**src/rtl/io_controller.sv**
```systemverilog
// Memory-mapped board I/O: HEX/LEDR store registers, synchronized SW/KEY, sticky key-press flags.
// Optional per-key debounce filter enabled by defining IO_KEY_DEBOUNCE_EN.
module io_controller #(
  parameter int              DBITS           = 32,
  parameter logic [DBITS-1:0] ADDR_HEX       = 32'hF0000000,
  parameter logic [DBITS-1:0] ADDR_LEDR      = 32'hF0000004,
  parameter logic [DBITS-1:0] ADDR_LEDG      = 32'hF0000008,
  parameter logic [DBITS-1:0] ADDR_KEY       = 32'hF0000010,
  parameter logic [DBITS-1:0] ADDR_SW        = 32'hF0000014,
  parameter logic [DBITS-1:0] ADDR_KEYEDGE   = 32'hF0000018,
  parameter int              DEBOUNCE_CYCLES = 500000
) (
  input  logic             clk,
  input  logic             reset,
  input  logic [DBITS-1:0] addr,
  input  logic             wrEn,
  input  logic [DBITS-1:0] dataIn,
  output logic [DBITS-1:0] dataOut,
  output logic             ioHit,
  input  logic [3:0]       KEY,
  input  logic [9:0]       SW,
  output logic [9:0]       LEDR,
  output logic [23:0]      hexOut
);

  logic hit_hex, hit_ledr, hit_ledg, hit_key, hit_sw, hit_keyedge;

  logic [3:0]  key_meta, key_sync;
  logic [9:0]  sw_meta, sw_sync;
  logic [3:0]  key_raw;
  logic [3:0]  key_state, key_state_nxt;
  logic [3:0]  key_edge, key_rise, key_clr;
  logic [23:0] hex_reg;
  logic [9:0]  ledr_reg;

  assign hit_hex     = (addr == ADDR_HEX);
  assign hit_ledr    = (addr == ADDR_LEDR);
  assign hit_ledg    = (addr == ADDR_LEDG);
  assign hit_key     = (addr == ADDR_KEY);
  assign hit_sw      = (addr == ADDR_SW);
  assign hit_keyedge = (addr == ADDR_KEYEDGE);

  assign ioHit = hit_hex | hit_ledr | hit_ledg | hit_key | hit_sw | hit_keyedge;

  always_ff @(posedge clk) begin
    if (reset) begin
      key_meta <= '0;
      key_sync <= '0;
      sw_meta  <= '0;
      sw_sync  <= '0;
    end else begin
      key_meta <= KEY;
      key_sync <= key_meta;
      sw_meta  <= SW;
      sw_sync  <= sw_meta;
    end
  end

  // Buttons are active-low on the board; internally 1 means pressed.
  assign key_raw = ~key_sync;

`ifdef IO_KEY_DEBOUNCE_EN
  localparam int CW = (DEBOUNCE_CYCLES > 2) ? $clog2(DEBOUNCE_CYCLES) : 1;
  localparam logic [CW-1:0] CNT_LAST = CW'(DEBOUNCE_CYCLES - 1);

  logic [CW-1:0] db_cnt [4];

  always_ff @(posedge clk) begin
    if (reset) begin
      for (int i = 0; i < 4; i++) db_cnt[i] <= '0;
    end else begin
      for (int i = 0; i < 4; i++) begin
        if (key_raw[i] == key_state[i] || db_cnt[i] == CNT_LAST)
          db_cnt[i] <= '0;
        else
          db_cnt[i] <= db_cnt[i] + CW'(1);
      end
    end
  end

  always_comb begin
    key_state_nxt = key_state;
    for (int i = 0; i < 4; i++) begin
      if (key_raw[i] != key_state[i] && db_cnt[i] == CNT_LAST)
        key_state_nxt[i] = key_raw[i];
    end
  end
`else
  localparam int unused_debounce_cycles = DEBOUNCE_CYCLES;

  assign key_state_nxt = key_raw;
`endif

  // Set takes precedence over a same-edge write-1-to-clear.
  assign key_rise = key_state_nxt & ~key_state;
  assign key_clr  = (wrEn && hit_keyedge) ? dataIn[3:0] : 4'b0000;

  always_ff @(posedge clk) begin
    if (reset) begin
      key_state <= '0;
      key_edge  <= '0;
      hex_reg   <= '0;
      ledr_reg  <= '0;
    end else begin
      key_state <= key_state_nxt;
      key_edge  <= (key_edge & ~key_clr) | key_rise;
      if (wrEn && hit_hex)  hex_reg  <= dataIn[23:0];
      if (wrEn && hit_ledr) ledr_reg <= dataIn[9:0];
    end
  end

  assign hexOut = hex_reg;
  assign LEDR   = ledr_reg;

  always_comb begin
    dataOut = '0;
    if (hit_hex)          dataOut[23:0] = hex_reg;
    else if (hit_ledr)    dataOut[9:0]  = ledr_reg;
    else if (hit_key)     dataOut[3:0]  = key_state;
    else if (hit_sw)      dataOut[9:0]  = sw_sync;
    else if (hit_keyedge) dataOut[3:0]  = key_edge;
  end

  logic unused_data_bits;
  assign unused_data_bits = ^dataIn[DBITS-1:24];

endmodule

```
**config.mk**
```make
export PLATFORM = sky130hd
export DESIGN_NAME = io_controller
export DESIGN_NICKNAME = d
export VERILOG_FILES = /design/src/rtl/io_controller.sv
export SDC_FILE = /design/constraint.sdc
export NUM_CORES = 1
export LEC_CHECK = 0
export ABC_CLOCK_PERIOD_IN_PS = 4200
export BUFFER_PORTS_ARGS = -buffer_cell sky130_fd_sc_hd__buf_2
export CAP_MARGIN = 40
export CELL_PAD_IN_SITES_DETAIL_PLACEMENT = 1
export CELL_PAD_IN_SITES_GLOBAL_PLACEMENT = 1
export CORE_ASPECT_RATIO = 0.8
export CORE_MARGIN = 4
export CORE_UTILIZATION = 36
export DETAILED_ROUTE_END_ITERATION = 10
export PLACE_DENSITY = 0.82
export SETUP_SLACK_MARGIN = 0.1
export SLEW_MARGIN = 20
export SYNTH_ARGS = -nofsm -noshare
export SYNTH_HDL_FRONTEND = slang
export SYNTH_SLANG_ARGS = --single-unit
```
**constraint.sdc**
```tcl
create_clock -name clk -period 4.2 [get_ports clk]
set_input_delay 0.84 -clock clk [delete_from_list [all_inputs] [get_ports clk]]
set_output_delay 0.84 -clock clk [all_outputs]
set_load 0.02 [all_outputs]
```
==> impl_metrics.yaml, run 1 <==
global_route:
  grt_pass1_wl_um: 15000
  grt-ovfl-total: 0
  grt_max_degree: 36
  grt_pass1_vias: 2953
  antenna_found_initial: 0
  gr-usage-all-layers: 0.183
sta:
  min_period_ns: 3.43
  worstMarginPinSlew_ns: 0.742
  relSlewSlack: 0.502
  finalHoldViolCount: 0
  setup_viol: 0
  fmax_ghz: 0.291
  setup_tns_ns: 0
  rsz0062_at_grt: "false"
  clock_skew_ns: 0.00399
  period_share: 0.817
  slew_violations: 0
worst_hold_path:
  hp-start: "key_sync[0]"
  holdPathStages: 1
  hold_class: "flop to flop"
  hold_path_end: "key_state[0]"
worst_setup_path:
  r2r_start: "key_sync[0]"
  cp.required_ns: 3.36
  reg2reg_depth: 3
  cp_num_buf_inv: 2
  crit_family: "simple AND/OR/NAND/NOR gates"
  arrival_ns: 2.59
  cp_slowest_stage_delay_ns: 0.49
  worst_path_max_delay_cell: "or2_2"
  setup.worst_path.start_class: "input pin"
  endpoint_kind: "output port"
  cp_common_cell: "buf_2"
  r2r_slack_ns: 3.30
  crit_fanout: 11
  rr_endpoint: "key_edge[0]"
  path_class: "input pin to output port"
  crit_chain: "buf_2 > nor4_1 > nand4_2 > or2_2 > nor3_1 > buf_2"
cts:
  h-tree-depth: 3
  cts_hold_buf: 0
  cts_sinks: 70
  clk_latency_ns: 0.34
  cts_tree: "built"
  numCtsBuffers: 9
  cts_repair_resize_count: 0
  cts_setup_buffers: 0
  cts_max_path_buffers: 2
  path_clk_slew_ns: 0.08
  cts_root_buf: "clkbuf_8"
logic_synthesis:
  syn_avg_cell_area_um2: 9.46
  yosysSeqAreaShare: 0.446
  ys_async_sr_fraction: 0
  yosysUniqueCellTypes: 31
  synth_edf_count: 0
  yosys_register_bits: 70
  ys_warn_count: 0
  synth_ff_type: "dfxtp_1"
  syn-cell-area_mm2: 0.00314
  syn-instance-count: 332
finish:
  final_common_cell: "buf_2"
  final_cell_mix: "buf_2, dfxtp_1, nand2b_1, mux2i_1, nor2b_1"
  n_antenna_cell: 0
  final_nets: 539
  nFillCells: 1011
  drive_gt1_frac: 0.343
  utilization: 0.479
  syn_to_final_growth_pct: 29.5
die:
  io_pins: 148
  die_area_mm2: 0.0103
  die_w_um: 112
  rows: 30
  chipHeight_um: 91.5
  initial_core_util: 0.370
  core_mm2: 0.00848
drt:
  drcViolationCount: 0
  dr_wl_met3_um: 557
  drt_pre_antenna_iters: 4
  routedLengthMet1_um: 3850
  vias_per_cell: 4.72
  drt_iter0_drc: 62
  wl_um: 9200
  highest_layer: "met4"
  num_vias: 2714
  routedWlPerCell_um: 16.0
  dr_wl_met2_um: 4570
  ant_nets: 0
outcome:
  outcome: "complete, no violations"
job:
  maxCapViolCount: 0
power_and_ir_drop:
  total_power_mw: 1.35
  p_per_area_mw_per_mm2: 333
  ir_drop_mv: 0.184
  p_leak_nw: 1.81
place:
  hpwl_um: 7060
  gp_congestion: 0.829
  port_buffers: 131
## worst max path at each step
| stage | depth (start not counted) | from | end | slack, ns |
|---|---|---|---|---|
| detailed placement | 6 | addr[16] | dataOut[5] | 0.74 |
| floorplan | 5 | addr[16] | dataOut[4] | 0.98 |
| CTS | 6 | addr[16] | dataOut[5] | 0.73 |
| global route | 6 | addr[16] | dataOut[5] | 0.64 |
| global placement | 6 | addr[16] | dataOut[5] | 0.85 |
| finish | 6 | addr[16] | dataOut[5] | 0.77 |
## sequential cells by signal (all words and copies together) (netlist names)
signal	count
LEDR	10
hexOut	24
key_edge	4
key_meta	4
key_state	4
key_sync	4
sw_meta	10
sw_sync	10
## final cells by class
| cell class | instances | area [um^2] | share of cell area |
|---|---|---|---|
| Clock buffer | 10 | 128 | 0.0314 |
| Clock inverter | 6 | 70.1 | 0.0172 |
| Inverter | 1 | 3.75 | 0.000924 |
| Multi-Input combinational cell | 239 | 1600 | 0.394 |
| Sequential cell | 70 | 1400 | 0.345 |
| Tap cell | 112 | 140 | 0.0345 |
| Timing Repair Buffer | 137 | 721 | 0.177 |
## Yosys cell counts, types with 2 or more instances
master / number / area (um^2)
nand2b_1: 60 / 375
a21oi_1: 8 / 40.0
buf_2: 3 / 15.0
clkbuf_1: 14 / 52.6
and2_1: 16 / 100
nor3_1: 10 / 50.1
nor2_1: 23 / 86.3
nor4_1: 4 / 25.0
nand2_1: 6 / 22.5
buf_6: 3 / 33.8
nor2b_1: 37 / 231
mux2i_1: 44 / 440
a22oi_1: 3 / 22.5
o22ai_1: 4 / 25.0
a211oi_1: 4 / 30.0
buf_4: 8 / 60.1
nand3_1: 2 / 10.0
dfxtp_1: 70 / 1400
## per-layer routing
layer / vias to the layer above / global-route usage
met1: 1264 / 0.208
li1: 1333 / -
met5: - / 0
met2: 97 / 0.324
met4: 0 / 0.0671
met3: 20 / 0.0513
## per-stage QoR
stage / cells / setup WS (ns) / area (um^2) / hold slack, ns
global placement: 558 / 0.855 / 3840 / 0.401
finish: 575 / 0.769 / 4060 / 0.415
CTS: 575 / 0.732 / 4060 / 0.421
floorplan: 339 / 0.978 / 3170 / 0.393
global route: 575 / 0.641 / 4060 / 0.439
detailed placement: 559 / 0.738 / 3870 / 0.409
## where the power goes
| group | leakage (nW) | switching [mW] | internal, mW |
|---|---|---|---|
| registers | 0.573 | 0.00630 | 0.681 |
| clock network | 0.0895 | 0.269 | 0.279 |
| logic | 1.15 | 0.0603 | 0.0591 |
## kinds of logic (layout without fill, tap and decap cells)
family,count (synthesis),in the layout,synth area share
flops,70,70,0.446
compound gates,21,21,0.0422
other cells,1,8,0.00119
mux,44,44,0.140
buf+inv,30,154,0.0538
simple gates,166,166,0.316
Note: power is estimated with default switching activity, not from simulation.
==> inputs of run 2 (changes only) <==
--- a/config.mk
+++ b/config.mk
@@ -5,16 +5,16 @@
 export SDC_FILE = /design/constraint.sdc
 export NUM_CORES = 1
 export LEC_CHECK = 0
-export ABC_CLOCK_PERIOD_IN_PS = 4200
+export ABC_CLOCK_PERIOD_IN_PS = 3400
 export BUFFER_PORTS_ARGS = -buffer_cell sky130_fd_sc_hd__buf_2
 export CAP_MARGIN = 40
 export CELL_PAD_IN_SITES_DETAIL_PLACEMENT = 1
 export CELL_PAD_IN_SITES_GLOBAL_PLACEMENT = 1
 export CORE_ASPECT_RATIO = 0.8
 export CORE_MARGIN = 4
-export CORE_UTILIZATION = 36
+export CORE_UTILIZATION = 33
 export DETAILED_ROUTE_END_ITERATION = 10
-export PLACE_DENSITY = 0.82
+export PLACE_DENSITY = 0.76
 export SETUP_SLACK_MARGIN = 0.1
 export SLEW_MARGIN = 20
 export SYNTH_ARGS = -nofsm -noshare
==> constraint.sdc (replaced) <==
create_clock -name clk -period 3.4 [get_ports clk]
set_input_delay 0.68 -clock clk [delete_from_list [all_inputs] [get_ports clk]]
set_output_delay 0.68 -clock clk [all_outputs]
set_load 0.02 [all_outputs]
==> run 2 against run 1 <==
Clock skew about the same. Sequential power up 24%. Wire length down 3.0%. Die area up 8.3%. Clock power up 78%. Total power up 45%. Non-clock buffer count unchanged. Hold slack worse by 0.0036 ns. Critical path depth unchanged. Sequential cell count unchanged. Critical path type unchanged. Largest cell class unchanged.
==> impl_metrics.yaml, run 2 (synthesized netlist as in run 1, its figures left out) <==
finish:
  final_nets: 539
  final_cell_mix: "buf_2, dfxtp_1, nand2b_1, mux2i_1, nor2b_1"
  nFillCells: 1104
  final_common_cell: "buf_2"
  largest_register_ffs: 24
  stdcell_count: 578
  multiInputGateArea_mm2: 0.00160
  drive_gt1_frac: 0.346
  n_antenna_cell: 0
  syn_to_final_growth_pct: 33.5
  seq_area_mm2: 0.00140
global_route:
  grt_pass1_wl_um: 14300
  antenna_found_initial: 0
  grt-ovfl-total: 0
  grt_max_degree: 41
  gr-usage-all-layers: 0.167
  grt_pass1_vias: 2849
worst_setup_path:
  reg2reg_depth: 3
  endpoint_kind: "output port"
  cp-startpoint: "addr[16]"
  setup.worst_path.start_class: "input pin"
  cp.required_ns: 2.72
  r2r_start: "key_sync[0]"
  path_class: "input pin to output port"
  r2r_slack_ns: 2.57
  crit_fanout: 11
  rr_endpoint: "key_edge[0]"
  crit_end: "dataOut[6]"
  arrival_ns: 2.34
drt:
  routedWlPerCell_um: 15.4
  vias_per_cell: 4.65
  drt_pre_antenna_iters: 4
  num_vias: 2687
  wl_um: 8920
  ant_nets: 0
  drt_iter0_drc: 74
  drcViolationCount: 0
sta:
  setup_viol: 0
  setup_tns_ns: 0
  min_period_ns: 3.02
  finalHoldViolCount: 0
  rsz0062_at_grt: "false"
  fmax_ghz: 0.331
  slew_violations: 0
  worstMarginPinSlew_ns: 0.633
  clock_skew_ns: 0.00396
  relSlewSlack: 0.575
  period_share: 0.889
cts:
  cts_root_buf: "clkbuf_16"
  cts_max_path_buffers: 2
  numCtsBuffers: 9
  cts_sinks: 70
  cts_repair_resize_count: 0
  path_clk_slew_ns: 0.05
  clk_latency_ns: 0.32
  cts_hold_buf: 0
  cts_setup_buffers: 0
  cts_tree: "built"
  h-tree-depth: 3
die:
  rows: 31
  die_w_um: 117
  initial_core_util: 0.343
  io_pins: 148
  die_area_mm2: 0.0111
  core_mm2: 0.00915
  chipHeight_um: 95.2
power_and_ir_drop:
  ir_drop_mv: 0.249
  p_per_area_mw_per_mm2: 470
  total_power_mw: 1.97
  p_leak_nw: 1.87
place:
  port_buffers: 131
  gp_congestion: 0.711
  hpwl_um: 6840
  placed_cells: 562
job:
  maxCapViolCount: 0
worst_hold_path:
  hp-start: "key_sync[1]"
  hold_class: "flop to flop"
outcome:
  outcome: "complete, no violations"
==> run 2: cell count changes in the layout (fill, tap and decap cells not counted) <==
cell	change
clkinvlp_4	-1
clkinv_4	+1
clkbuf_8	-6
clkbuf_16	+9
clkbuf_1	-1
inv_6	-2
==> run 2: through the flow <==
stage	utilization	area [um^2]	setup WS, ns	hold slack (ns)
after floorplan	-	3170	0.498	0.393
after global placement	0.420	3840	0.403	0.405
after detailed placement	0.423	3870	0.359	0.406
after CTS	0.458	4190	0.371	0.415
after global routing	0.458	4190	0.262	0.433
final	0.458	4190	0.376	0.412
==> run 2: where the power goes <==
part / internal, mW / leakage (nW) / switching, mW / total [mW]
Sequential: 0.843 / 0.573 / 0.00779 / 0.851
Clock: 0.629 / 0.151 / 0.345 / 0.973
Combinational: 0.0723 / 1.15 / 0.0723 / 0.145
Total: 1.54 / 1.87 / 0.425 / 1.97
==> run 2: metal layers <==
| metal | vias to the layer above | GRT usage | part of all wire |
|---|---|---|---|
| li1 | 1333 | - | - |
| met1 | 1259 | 0.201 | 0.44 |
| met2 | 90 | 0.299 | 0.49 |
| met3 | 5 | 0.0463 | 0.066 |
| met4 | 0 | 0.0315 | 0.0069 |
| met5 | - | 0 | 0 |
==> run 2: area by class of cell <==
type	count	share of cell area
Multi-Input combinational cell	239	0.382
Sequential cell	70	0.334
Timing Repair Buffer	137	0.172
Clock buffer	12	0.0636
Tap cell	115	0.0343
Clock inverter	4	0.0128
Inverter	1	0.000896
==> run 2: critical path, stage by stage <==
cell and delay, ns:
buf_2 0.10, nor4_1 0.31, nand4_2 0.24, or2_2 0.48
nor3_1 0.30, buf_2 0.22
==> run 2: worst min path at each step <==
stage              endpoint  slack (ns)  depth (start not counted)
5_1_grt        key_state[1]        0.43                          1
2_1_floorplan  key_state[0]        0.39                          1
3_3_place_gp   key_state[0]        0.41                          1
4_1_cts        key_state[1]        0.41                          1
3_5_place_dp   key_state[1]        0.41                          1
6_report       key_state[1]        0.41                          1
==> inputs of run 3 (changes only) <==
--- a/config.mk
+++ b/config.mk
@@ -9,11 +9,12 @@
 export BUFFER_PORTS_ARGS = -buffer_cell sky130_fd_sc_hd__buf_2
 export CAP_MARGIN = 40
 export CELL_PAD_IN_SITES_DETAIL_PLACEMENT = 1
-export CELL_PAD_IN_SITES_GLOBAL_PLACEMENT = 1
+export CELL_PAD_IN_SITES_GLOBAL_PLACEMENT = 2
 export CORE_ASPECT_RATIO = 0.8
-export CORE_MARGIN = 4
-export CORE_UTILIZATION = 33
+export CORE_MARGIN = 2
+export CORE_UTILIZATION = 26
 export DETAILED_ROUTE_END_ITERATION = 10
+export GPL_ROUTABILITY_DRIVEN = 0
 export PLACE_DENSITY = 0.76
 export SETUP_SLACK_MARGIN = 0.1
 export SLEW_MARGIN = 20
==> run 3 against run 2 <==
Sequential power about the same. Register-to-register slack got worse by 0.05 ns. Hold slack improved by 0.0073 ns. Largest cell class unchanged.
==> impl_metrics.yaml, run 3 (synthesized netlist as in run 1, its figures left out) <==
sta:
  setup_tns_ns: 0
  fmax_ghz: 0.329
  slew_violations: 0
  min_period_ns: 3.04
  relSlewSlack: 0.519
  period_share: 0.895
  setup_viol: 0
  worstMarginPinSlew_ns: 0.715
  rsz0062_at_grt: "false"
  clock_skew_ns: 0.00414
  finalHoldViolCount: 0
place:
  hpwl_um: 6710
  port_buffers: 131
  placed_area_mm2: 0.00389
worst_hold_path:
  hp-start: "key_sync[2]"
  holdPathStages: 1
  hold_path_end: "key_state[2]"
  hold_class: "flop to flop"
die:
  initial_core_util: 0.269
  chipHeight_um: 102
  die_w_um: 127
  io_pins: 148
  core_mm2: 0.0116
  die_area_mm2: 0.0130
  rows: 35
finish:
  design_area_mm2: 0.00421
  syn_to_final_growth_pct: 34.2
  largest_register_ffs: 24
  final_nets: 539
  final_cell_mix: "buf_2, dfxtp_1, nand2b_1, mux2i_1, nor2b_1"
  n_antenna_cell: 0
  final_common_cell: "buf_2"
  drive_gt1_frac: 0.346
worst_setup_path:
  setup.worst_path.start_class: "input pin"
  crit_chain: "buf_2 > nor4_1 > nand4_2 > or2_2 > nor3_1 > buf_2"
  r2r_start: "key_sync[1]"
  path_class: "input pin to output port"
  worst_path_max_delay_cell: "or2_2"
  reg2reg_depth: 3
  crit_fanout: 11
  cp.required_ns: 2.72
  rr_endpoint: "key_edge[1]"
  arrival_ns: 2.36
  cp_common_cell: "buf_2"
  cp_slowest_stage_delay_ns: 0.49
  endpoint_kind: "output port"
  r2r_slack_ns: 2.52
power_and_ir_drop:
  p_leak_nw: 1.87
  p_per_area_mw_per_mm2: 475
  ir_drop_mv: 0.202
cts:
  cts_root_buf: "clkbuf_16"
  cts_max_path_buffers: 2
  cts_tree: "built"
  h-tree-depth: 3
  cts_repair_resize_count: 0
  cts_setup_buffers: 0
  cts_sinks: 70
  cts_hold_buf: 0
  clk_latency_ns: 0.33
  path_clk_slew_ns: 0.06
  numCtsBuffers: 9
drt:
  drcViolationCount: 0
  drt_iter0_drc: 76
  num_vias: 2670
  drt_pre_antenna_iters: 4
  wl_um: 8950
  routedWlPerCell_um: 14.6
  ant_nets: 0
  vias_per_cell: 4.37
outcome:
  outcome: "complete, no violations"
global_route:
  antenna_found_initial: 0
  gr-usage-met3: 0.0529
  grt_max_degree: 47
  gr-usage-all-layers: 0.138
  grt_pass1_wl_um: 13800
  grt-ovfl-total: 0
  top_usage_layer: "met2"
  grt_use_met2: 0.227
  grt_pass1_vias: 2676
  grt_use_met1: 0.169
job:
  maxCapViolCount: 0
==> run 3: through the flow <==
stage	worst slack [ns]	cells	total power [mW]	hold WS (ns)	util
2_1_floorplan	0.498	339	0.959	0.393	-
3_3_place_gp	0.338	595	1.01	0.405	0.334
5_1_grt	0.233	611	2.09	0.441	0.362
4_1_cts	0.327	611	2.03	0.420	0.362
6_report	0.358	611	2.00	0.419	0.362
3_5_place_dp	0.298	595	1.01	0.412	0.334
==> run 3: layout make-up <==
class / instances / area, um^2
Clock buffer: 9 / 225
Clock inverter: 7 / 96.3
Fill cell: 1386 / 7440
Inverter: 1 / 3.75
Multi-Input combinational cell: 239 / 1600
Sequential cell: 70 / 1400
Tap cell: 148 / 185
Timing Repair Buffer: 137 / 701
==> run 3: worst max path at each step <==
stage	start	to	depth (start not counted)
after floorplan	addr[16]	dataOut[4]	5
after global placement	addr[16]	dataOut[7]	6
after detailed placement	addr[16]	dataOut[7]	6
after CTS	addr[16]	dataOut[7]	6
after global routing	addr[21]	dataOut[7]	6
final	addr[16]	dataOut[7]	6
==> run 3: critical path: cells and delay by family <==
family	cells	cell delay, ns
AND/OR/NAND/NOR	4	1.35
buffers and inverters	2	0.33
==> run 3: routing by layer <==
metal	routed length, um	up-vias
met5	0	-
met4	121	0
met3	754	10
met2	3910	109
met1	4170	1220
li1	-	1331
==> run 3: power breakdown <==
part | leakage (nW) | switching [mW] | total [mW] | internal, mW
registers | 0.573 | 0.00752 | 0.851 | 0.843
logic | 1.14 | 0.0730 | 0.143 | 0.0700
clock network | 0.160 | 0.363 | 1.01 | 0.644
total | 1.87 | 0.443 | 2.00 | 1.56
